File: config.mk
export PLATFORM = sky130hd
export DESIGN_NAME = instr_fetch_unit
export DESIGN_NICKNAME = d
export VERILOG_FILES = /design/src/rtl/instr_fetch_unit_pkg.sv /design/src/rtl/instr_fetch_unit_fetch_fifo.sv /design/src/rtl/instr_fetch_unit.sv
export SDC_FILE = /design/constraint.sdc
export NUM_CORES = 1
export LEC_CHECK = 0
export BUFFER_PORTS_ARGS = -buffer_cell sky130_fd_sc_hd__clkbuf_2
export CORE_MARGIN = 2
export CORE_UTILIZATION = 49
export DETAILED_ROUTE_END_ITERATION = 12
export GPL_TIMING_DRIVEN = 0
export PLACE_DENSITY_LB_ADDON = 0.05
export SYNTH_ARGS = -nofsm -noshare
export SYNTH_HDL_FRONTEND = slang
export SYNTH_SLANG_ARGS = --single-unit
File: constraint.sdc
create_clock -name clk -period 4.08 [get_ports clk]
set_input_delay 0.816 -clock clk [delete_from_list [all_inputs] [get_ports clk]]
set_output_delay 0.816 -clock clk [all_outputs]
set_load 0.005 [all_outputs]
File: src/rtl/instr_fetch_unit_pkg.sv
// Shared definitions for the instruction fetch unit: FSM state codes, the NOP
// encoding, the default reset PC and the layout of a queued fetch entry.
package instr_fetch_unit_pkg;

  typedef enum logic [1:0] {
    ST_BOOT  = 2'd0,
    ST_FETCH = 2'd1,
    ST_HALT  = 2'd2
  } fetch_state_e;

  localparam logic [31:0] INSTR_NOP      = 32'h0000_0013;
  localparam logic [31:0] FETCH_RESET_PC = 32'h0000_0000;

  typedef struct packed {
    logic [31:0] pc;
    logic [31:0] instr;
  } fetch_entry_t;

  function automatic logic [31:0] pc_incr(input logic [31:0] pc);
    return pc + 32'd4;
  endfunction

endpackage

File: src/rtl/instr_fetch_unit_fetch_fifo.sv
// Synchronous FIFO holding fetched {pc, instruction} entries; flush beats push and pop,
// and a push into a full queue is accepted when a pop frees a slot in the same cycle.
module fetch_fifo
  import instr_fetch_unit_pkg::*;
#(
  parameter int DEPTH = 2,
  parameter int WIDTH = 64
) (
  input  logic                     clk,
  input  logic                     rst_n,
  input  logic                     push,
  input  logic                     pop,
  input  logic                     flush,
  input  logic [WIDTH-1:0]         din,
  output logic [WIDTH-1:0]         dout,
  output logic                     full,
  output logic                     empty,
  output logic [$clog2(DEPTH):0]   count
);
  localparam int AW = $clog2(DEPTH);

  logic [WIDTH-1:0] mem [DEPTH];
  logic [AW-1:0]    wr_ptr;
  logic [AW-1:0]    rd_ptr;
  logic             do_push;
  logic             do_pop;

  assign do_pop  = pop && !empty;
  assign do_push = push && (!full || do_pop);

  always_ff @(posedge clk or negedge rst_n) begin
    if (!rst_n) begin
      wr_ptr <= '0;
      rd_ptr <= '0;
      count  <= '0;
    end else if (flush) begin
      wr_ptr <= '0;
      rd_ptr <= '0;
      count  <= '0;
    end else begin
      if (do_push) wr_ptr <= wr_ptr + 1'b1;
      if (do_pop)  rd_ptr <= rd_ptr + 1'b1;
      count <= count + (AW+1)'(do_push) - (AW+1)'(do_pop);
    end
  end

  // Storage carries no reset; only the pointers define what is valid.
  always_ff @(posedge clk) begin
    if (do_push) mem[wr_ptr] <= din;
  end

  assign dout  = mem[rd_ptr];
  assign full  = (count == (AW+1)'(DEPTH));
  assign empty = (count == '0);

endmodule

File: src/rtl/instr_fetch_unit.sv
// Instruction fetch stage: issues credit-limited pipelined reads, queues returned words
// and hands {instruction, pc} to the decoder. IFU_MISALIGN_FAULT_EN enables the misaligned-redirect fault.
module instr_fetch_unit
  import instr_fetch_unit_pkg::*;
#(
  parameter logic [31:0] RESET_PC   = FETCH_RESET_PC,
  parameter int          FIFO_DEPTH = 2
) (
  input  logic        clk,
  input  logic        rst_n,
  output logic        imem_req_valid,
  input  logic        imem_req_ready,
  output logic [31:0] imem_req_addr,
  input  logic        imem_rsp_valid,
  input  logic [31:0] imem_rsp_data,
  input  logic        redirect_valid,
  input  logic [31:0] redirect_pc,
  output logic        instr_valid,
  input  logic        instr_ready,
  output logic [31:0] instruction,
  output logic [31:0] instr_pc,
  output logic        fault_valid,
  output logic [31:0] fault_pc
);
  localparam int               CNT_W   = $clog2(FIFO_DEPTH) + 1;
  localparam logic [CNT_W:0]   CREDITS = (CNT_W+1)'(FIFO_DEPTH);

  fetch_state_e     state_q, state_d;
  logic [31:0]      fetch_pc, rsp_pc, redir_pc_eff;
  logic [CNT_W-1:0] outstanding, outstanding_d, drop_cnt, q_count;
  logic             redir_act, misalign, req_fire, rsp_push, q_pop, q_full, q_empty;
  fetch_entry_t     q_din, q_dout;

  assign redir_act = redirect_valid && (state_q != ST_HALT);

`ifdef IFU_MISALIGN_FAULT_EN
  assign redir_pc_eff = redirect_pc;
  assign misalign     = redir_act && (redirect_pc[1:0] != 2'b00);

  always_ff @(posedge clk or negedge rst_n) begin
    if (!rst_n) begin
      fault_valid <= 1'b0;
      fault_pc    <= '0;
    end else if (misalign) begin
      fault_valid <= 1'b1;
      fault_pc    <= redirect_pc;
    end
  end
`else
  assign redir_pc_eff = redirect_pc & 32'hFFFF_FFFC;
  assign misalign     = 1'b0;
  assign fault_valid  = 1'b0;
  assign fault_pc     = '0;
`endif

  always_ff @(posedge clk or negedge rst_n) begin
    if (!rst_n) state_q <= ST_BOOT;
    else        state_q <= state_d;
  end

  always_comb begin
    state_d = state_q;
    case (state_q)
      ST_BOOT:  state_d = misalign ? ST_HALT : ST_FETCH;
      ST_FETCH: if (misalign) state_d = ST_HALT;
      ST_HALT:  state_d = ST_HALT;
      default:  state_d = ST_HALT;
    endcase
  end

  // Credits cover both in-flight requests and queued words, so a response always has a slot.
  always_comb begin
    imem_req_valid = 1'b0;
    instr_valid    = 1'b0;
    case (state_q)
      ST_FETCH: begin
        imem_req_valid = !redirect_valid &&
                         (({1'b0, outstanding} + {1'b0, q_count}) < CREDITS);
        instr_valid    = !q_empty;
      end
      ST_BOOT:  instr_valid = !q_empty;
      default:  ;
    endcase
  end

  assign imem_req_addr = fetch_pc;
  assign req_fire      = imem_req_valid && imem_req_ready;
  assign rsp_push      = imem_rsp_valid && (drop_cnt == '0) && !redir_act &&
                         (state_q == ST_FETCH) && (!q_full || q_pop);
  assign q_pop         = instr_valid && instr_ready;
  assign outstanding_d = outstanding + CNT_W'(req_fire) - CNT_W'(imem_rsp_valid);
  assign q_din         = {rsp_pc, imem_rsp_data};

  // On a redirect every request still in flight is stale, so drop_cnt becomes the full outstanding count.
  always_ff @(posedge clk or negedge rst_n) begin
    if (!rst_n) begin
      fetch_pc    <= RESET_PC;
      rsp_pc      <= RESET_PC;
      outstanding <= '0;
      drop_cnt    <= '0;
    end else begin
      outstanding <= outstanding_d;
      if (redir_act) begin
        fetch_pc <= redir_pc_eff;
        rsp_pc   <= redir_pc_eff;
        drop_cnt <= outstanding_d;
      end else begin
        if (req_fire) fetch_pc <= pc_incr(fetch_pc);
        if (rsp_push) rsp_pc   <= pc_incr(rsp_pc);
        if (imem_rsp_valid && (drop_cnt != '0)) drop_cnt <= drop_cnt - 1'b1;
      end
    end
  end

  fetch_fifo #(
    .DEPTH (FIFO_DEPTH),
    .WIDTH (64)
  ) u_fetch_fifo (
    .clk   (clk),
    .rst_n (rst_n),
    .push  (rsp_push),
    .pop   (q_pop),
    .flush (redir_act),
    .din   (q_din),
    .dout  (q_dout),
    .full  (q_full),
    .empty (q_empty),
    .count (q_count)
  );

  assign instruction = instr_valid ? q_dout.instr : INSTR_NOP;
  assign instr_pc    = instr_valid ? q_dout.pc    : '0;

endmodule

==> results by stage <==
Run status:
- The run finished with clean final reports.

Logic synthesis:
- The synthesized design spends more area on one cell type than any other, namely sky130_fd_sc_hd__edfxtp_1.
- The main flop type after synthesis is sky130_fd_sc_hd__edfxtp_1.
- In the post-synthesis netlist, the biggest area contributors are sky130_fd_sc_hd__edfxtp_1 42%, sky130_fd_sc_hd__dfrtp_1 20%, sky130_fd_sc_hd__mux2i_1 7.2%.
- Of the post-synthesis cell area, the dominant cell type holds 0.4187.
- The synthesized netlist occupies a cell area of 8892 um^2.
- The number of distinct library cells after synthesis is 57.
- Counting flops and latches in the post-synthesis netlist gives 194.
- By count the netlist is led by 124 x sky130_fd_sc_hd__edfxtp_1, 100 x sky130_fd_sc_hd__nor2_1, 70 x sky130_fd_sc_hd__dfrtp_1.
- The basic-gate share of the synthesized area counting and, or, nand and nor cells is 0.1306.
- For this run, the number of Yosys warnings is 0.
- The number of enable flip-flop cells after synthesis is 124.
- The compound-gate portion of the synthesized area came to 0.06543.
- The xor/xnor cell area share of the yosys netlist is 0.04629.
- The portion of synthesized area spent on multiplexers is 0.07204.
- The synthesized instance count is 727.
- Dividing the synthesized area by the synthesized cell count gives 12.23 um^2.
- The dominant combinational cell family by area after synthesis is simple AND/OR/NAND/NOR gates.
- For this run, asynchronously set or reset flops after synthesis account for 0.3608.
- The sequential share of the synthesized area is 0.6157.
- Of the total synthesized cell area, the portion taken by full adders, half adders and majority gates is 0.01210.
- In the post-synthesis netlist, the cell with the most instances is sky130_fd_sc_hd__edfxtp_1.

Critical path:
- The kind of critical path is flop to flop.
- The reg-to-reg setup timing slack is 0.68 ns.
- The launch instance of the worst register-to-register path is u_fetch_fifo.count[0]$_DFF_PN0_.
- In this run the worst setup path begins at u_fetch_fifo.count[0]$_DFF_PN0_.
- The startpoint kind of the worst setup timing path is a flop.
- For the worst flop-to-flop path, the logic depth is 11.
- The worst setup path is captured at a flop.
- The critical path ends at drop_cnt[1]$_DFFE_PN0P_.
- The endpoint identified for the worst register-to-register timing path is drop_cnt[1]$_DFFE_PN0P_.
- For the worst setup path, the data required time is 4.43 ns.
- The maximum fanout encountered on the critical timing path is 7.
- The arrival time at the worst endpoint is 3.74 ns.

Cells and area:
- For this run, the post-layout net count is approximately 1000.
- The core utilization of the finished layout is 0.6011.
- Once layout is done, the placed cells without fillers occupy 10760 um^2.
- Relative to the synthesized area, the layout overhead comes to 21.02%.
- The filler-free cell count of the finished design is 1188.
- In the final layout, the share of cells above drive strength 1 is 0.2680.
- The number of diodes is 0.

Pwr:
- Cell internal power was estimated by the tool at 3.680 mW.
- Summed over all nets, the switching power comes to 1.662 mW.
- The power per cell area is 496.3 nW/um^2.
- The analysis attributes to cell leakage a power of 4.288 nW.
- Summing internal, switching and leakage power gives 5.341 mW.
- Across the VDD grid, the largest voltage drop is 0.0003378 V.
- The portion of total power attributed to combinational logic is 0.245.
- Of the total power, registers draw 0.461.
- Of the total power, the clock network draws 0.294.
- Of the total power, the share spent switching nets is 0.3111.

CTS:
- The number of hold-repair buffers added at the cts stage is 0.
- After clock tree synthesis, the setup repair step added 0 buffers.
- After clock tree synthesis, the clock-pin slew on the worst setup and hold paths is ~0.070 ns.
- CTS built an H-tree with a depth of 4.
- The largest buffer count on any clock path is 2.
- In this run, post-CTS repair resized a total of 0 instances.
- CTS saw 194 sinks.
- The clock latency of the later-clocked register in the worst-skew pair is 0.43 ns.
- TritonCTS built the clock tree.
- The number of clock buffers added by TritonCTS is 17.
- The tree is rooted in a sky130_fd_sc_hd__clkbuf_16.

STA:
- The number of failing hold endpoints at the final stage is 0.
- Final hold analysis gives a worst-case slack of 0.3747 ns.
- For the pin with the worst max-slew slack, the measured transition is 1.093 ns.
- The count of pins over their slew limit is 0.
- Dividing the final minimum period by the clock period gives 0.8326.
- The maximum clock frequency is between 200 and 300 MHz.
- For the finished layout, the period the worst path requires is 3.397 ns.
- The worst pin sits at a relative slew slack of 0.2646.
- Setup repair after global routing left no endpoint under its margin.
- In the post-route analysis, the smallest setup slack over all paths is approximately 0.68 ns.
- The number of failing setup endpoints in the final timing report is 0.
- The summed negative setup slack over all endpoints is 0 ns.
- The clock skew is 0.01177 ns.

Placement:
- After detailed placement, the design holds a cell count of around 1200.
- The post-place setup slack is 0.7171 ns.
- The total half-perimeter wirelength after legalization and detailed placement is between 10 and 15 mm.
- The count of input and output buffers is 161.
- After detailed placement, the total cell area comes to 10200 um^2.
- The global placement routability congestion is between 0.8 and 0.9.

Die:
- 201 I/O pins were placed.
- The floorplan step defined a die boundary enclosing 19240 um^2.
- The starting density of the core is 0.4967.
- The area of the core region is 17900 um^2.
- The number of cell rows is a little under 50.
- From bottom edge to top edge, the die measures 138.7 um.
- The width of the die is 138.7 um.

Routing:
- After detailed routing, the number of remaining DRC violations is 0.
- For this block, the via count after detailed routing is 6215.
- After detailed routing, the average wire length per cell comes to 16.81 um.
- The detailed-router iteration count before antenna repair is 4.
- For this block, the initial DRC count from the detailed router was 313.
- After detailed routing, the total wire length is 19.97 mm.
- The count of antenna-violating nets left after detailed routing is 0.
- Using the TritonRoute via totals, the vias-per-cell ratio works out to 5.231.

Global route:
- The initial antenna violation count was 0.
- The number of global-route vias before repair is 6185.
- The total global routing overflow is 0.
- Across every metal layer, demand over resource in global routing totals 0.2083.
- The first-pass GRT wire length is 31.71 mm.
- The pin count of the biggest net entering global routing is 63.

Worst hold path:
- The min-delay analysis places its worst path in the category input pin to asynchronous set/reset pin.

Run:
- Max-cap violations in this run came to 0.
metal layers:
metal	part of all wire	vias to the layer above	track usage	routed length, um
li1	-	2991	-	-
met1	0.45	2973	0.2835	8936
met2	0.48	223	0.3403	9637
met3	0.052	28	0.03971	1032
met4	0.018	0	0.07018	361
met5	0	-	0	0
worst max-delay path, cell delays in order, from the launching register on:
cell	delay, ns
sky130_fd_sc_hd__dfrtp_1	0.43
sky130_fd_sc_hd__and2_1	0.17
sky130_fd_sc_hd__fa_1	0.47
sky130_fd_sc_hd__nor3b_1	0.68
sky130_fd_sc_hd__nand2_1	0.43
sky130_fd_sc_hd__ha_1	0.40
sky130_fd_sc_hd__inv_1	0.04
sky130_fd_sc_hd__ha_1	0.18
sky130_fd_sc_hd__xnor2_1	0.17
sky130_fd_sc_hd__xnor2_1	0.17
sky130_fd_sc_hd__nand2_1	0.06
sky130_fd_sc_hd__o21ai_0	0.10
sequential cells by signal (all words and copies together), names as in the netlist:
| register | count |
|---|---|
| outstanding | 2 |
| state_q | 2 |
| u_fetch_fifo.mem | 124 |
| imem_req_addr | 30 |
| drop_cnt | 2 |
| rsp_pc | 30 |
| u_fetch_fifo.wr_ptr | 1 |
| u_fetch_fifo.rd_ptr | 1 |
| u_fetch_fifo.count | 2 |
cell type report:
cell class	instances	area [um^2]
fill	1537	7141
sequential	194	5475
multi-input combinational	477	3052
timing repair buffer	164	875.8
buffer	72	430.4
clock buffer	17	425.4
tap	229	286.5
clock inverter	15	136.4
inverter	20	80.08
cell usage in the layout, fill, tap and decap left out, drive strengths merged, types with 2 or more instances in the layout:
cell type	count
ha	7
nand2b	2
o22ai	3
nand3	22
nand2	33
and2	8
dfrtp	70
inv	27
clkinvlp	3
and4	6
o311ai	5
xor2	14
a221oi	2
clkbuf	201
edfxtp	124
mux2i	64
a21o	2
a211oi	3
nor3	15
nor3b	2
and3	11
nand4b	2
a21oi	39
nor4	8
or4	2
nand4	15
a311oi	8
a31oi	3
o21ai	14
xnor2	33
nor2	100
clkinv	5
conb	37
buf	52
o211ai	5
worst min-delay path by stage:
stage                                 startpoint                                end  slack [ns]
after CTS                                  rst_n            drop_cnt[1]$_DFFE_PN0P_        0.38
after global routing                       rst_n            drop_cnt[1]$_DFFE_PN0P_        0.40
after floorplan           rsp_pc[22]$_DFFE_PN0P_  u_fetch_fifo.mem[0][54]$_DFFE_PP_        0.46
final                                      rst_n            drop_cnt[1]$_DFFE_PN0P_        0.37
after detailed placement  rsp_pc[22]$_DFFE_PN0P_  u_fetch_fifo.mem[0][54]$_DFFE_PP_        0.50
after global placement    rsp_pc[22]$_DFFE_PN0P_  u_fetch_fifo.mem[0][54]$_DFFE_PP_        0.49
power groups by stage:
| stage | Sequential (mW) | Clock [mW] | Combinational [mW] |
|---|---|---|---|
| 4_1_cts | 2.46 | 1.60 | 1.33 |
| 2_1_floorplan | 2.46 | 0 | 0.817 |
| 5_1_grt | 2.49 | 1.69 | 1.45 |
| 3_5_place_dp | 2.50 | 0 | 1.32 |
| 6_report | 2.46 | 1.57 | 1.31 |
| 3_3_place_gp | 2.50 | 0 | 1.27 |
cells by family after synthesis:
kind of cell | count (synthesis)
other | 1
DFF | 194
buffers and inverters | 92
and+or+nand+nor | 231
adders and majority gates | 8
muxes | 64
AOI/OAI and AO/OA | 90
xor gates and xnor gates | 47
Power figures use the tool's default switching activity.
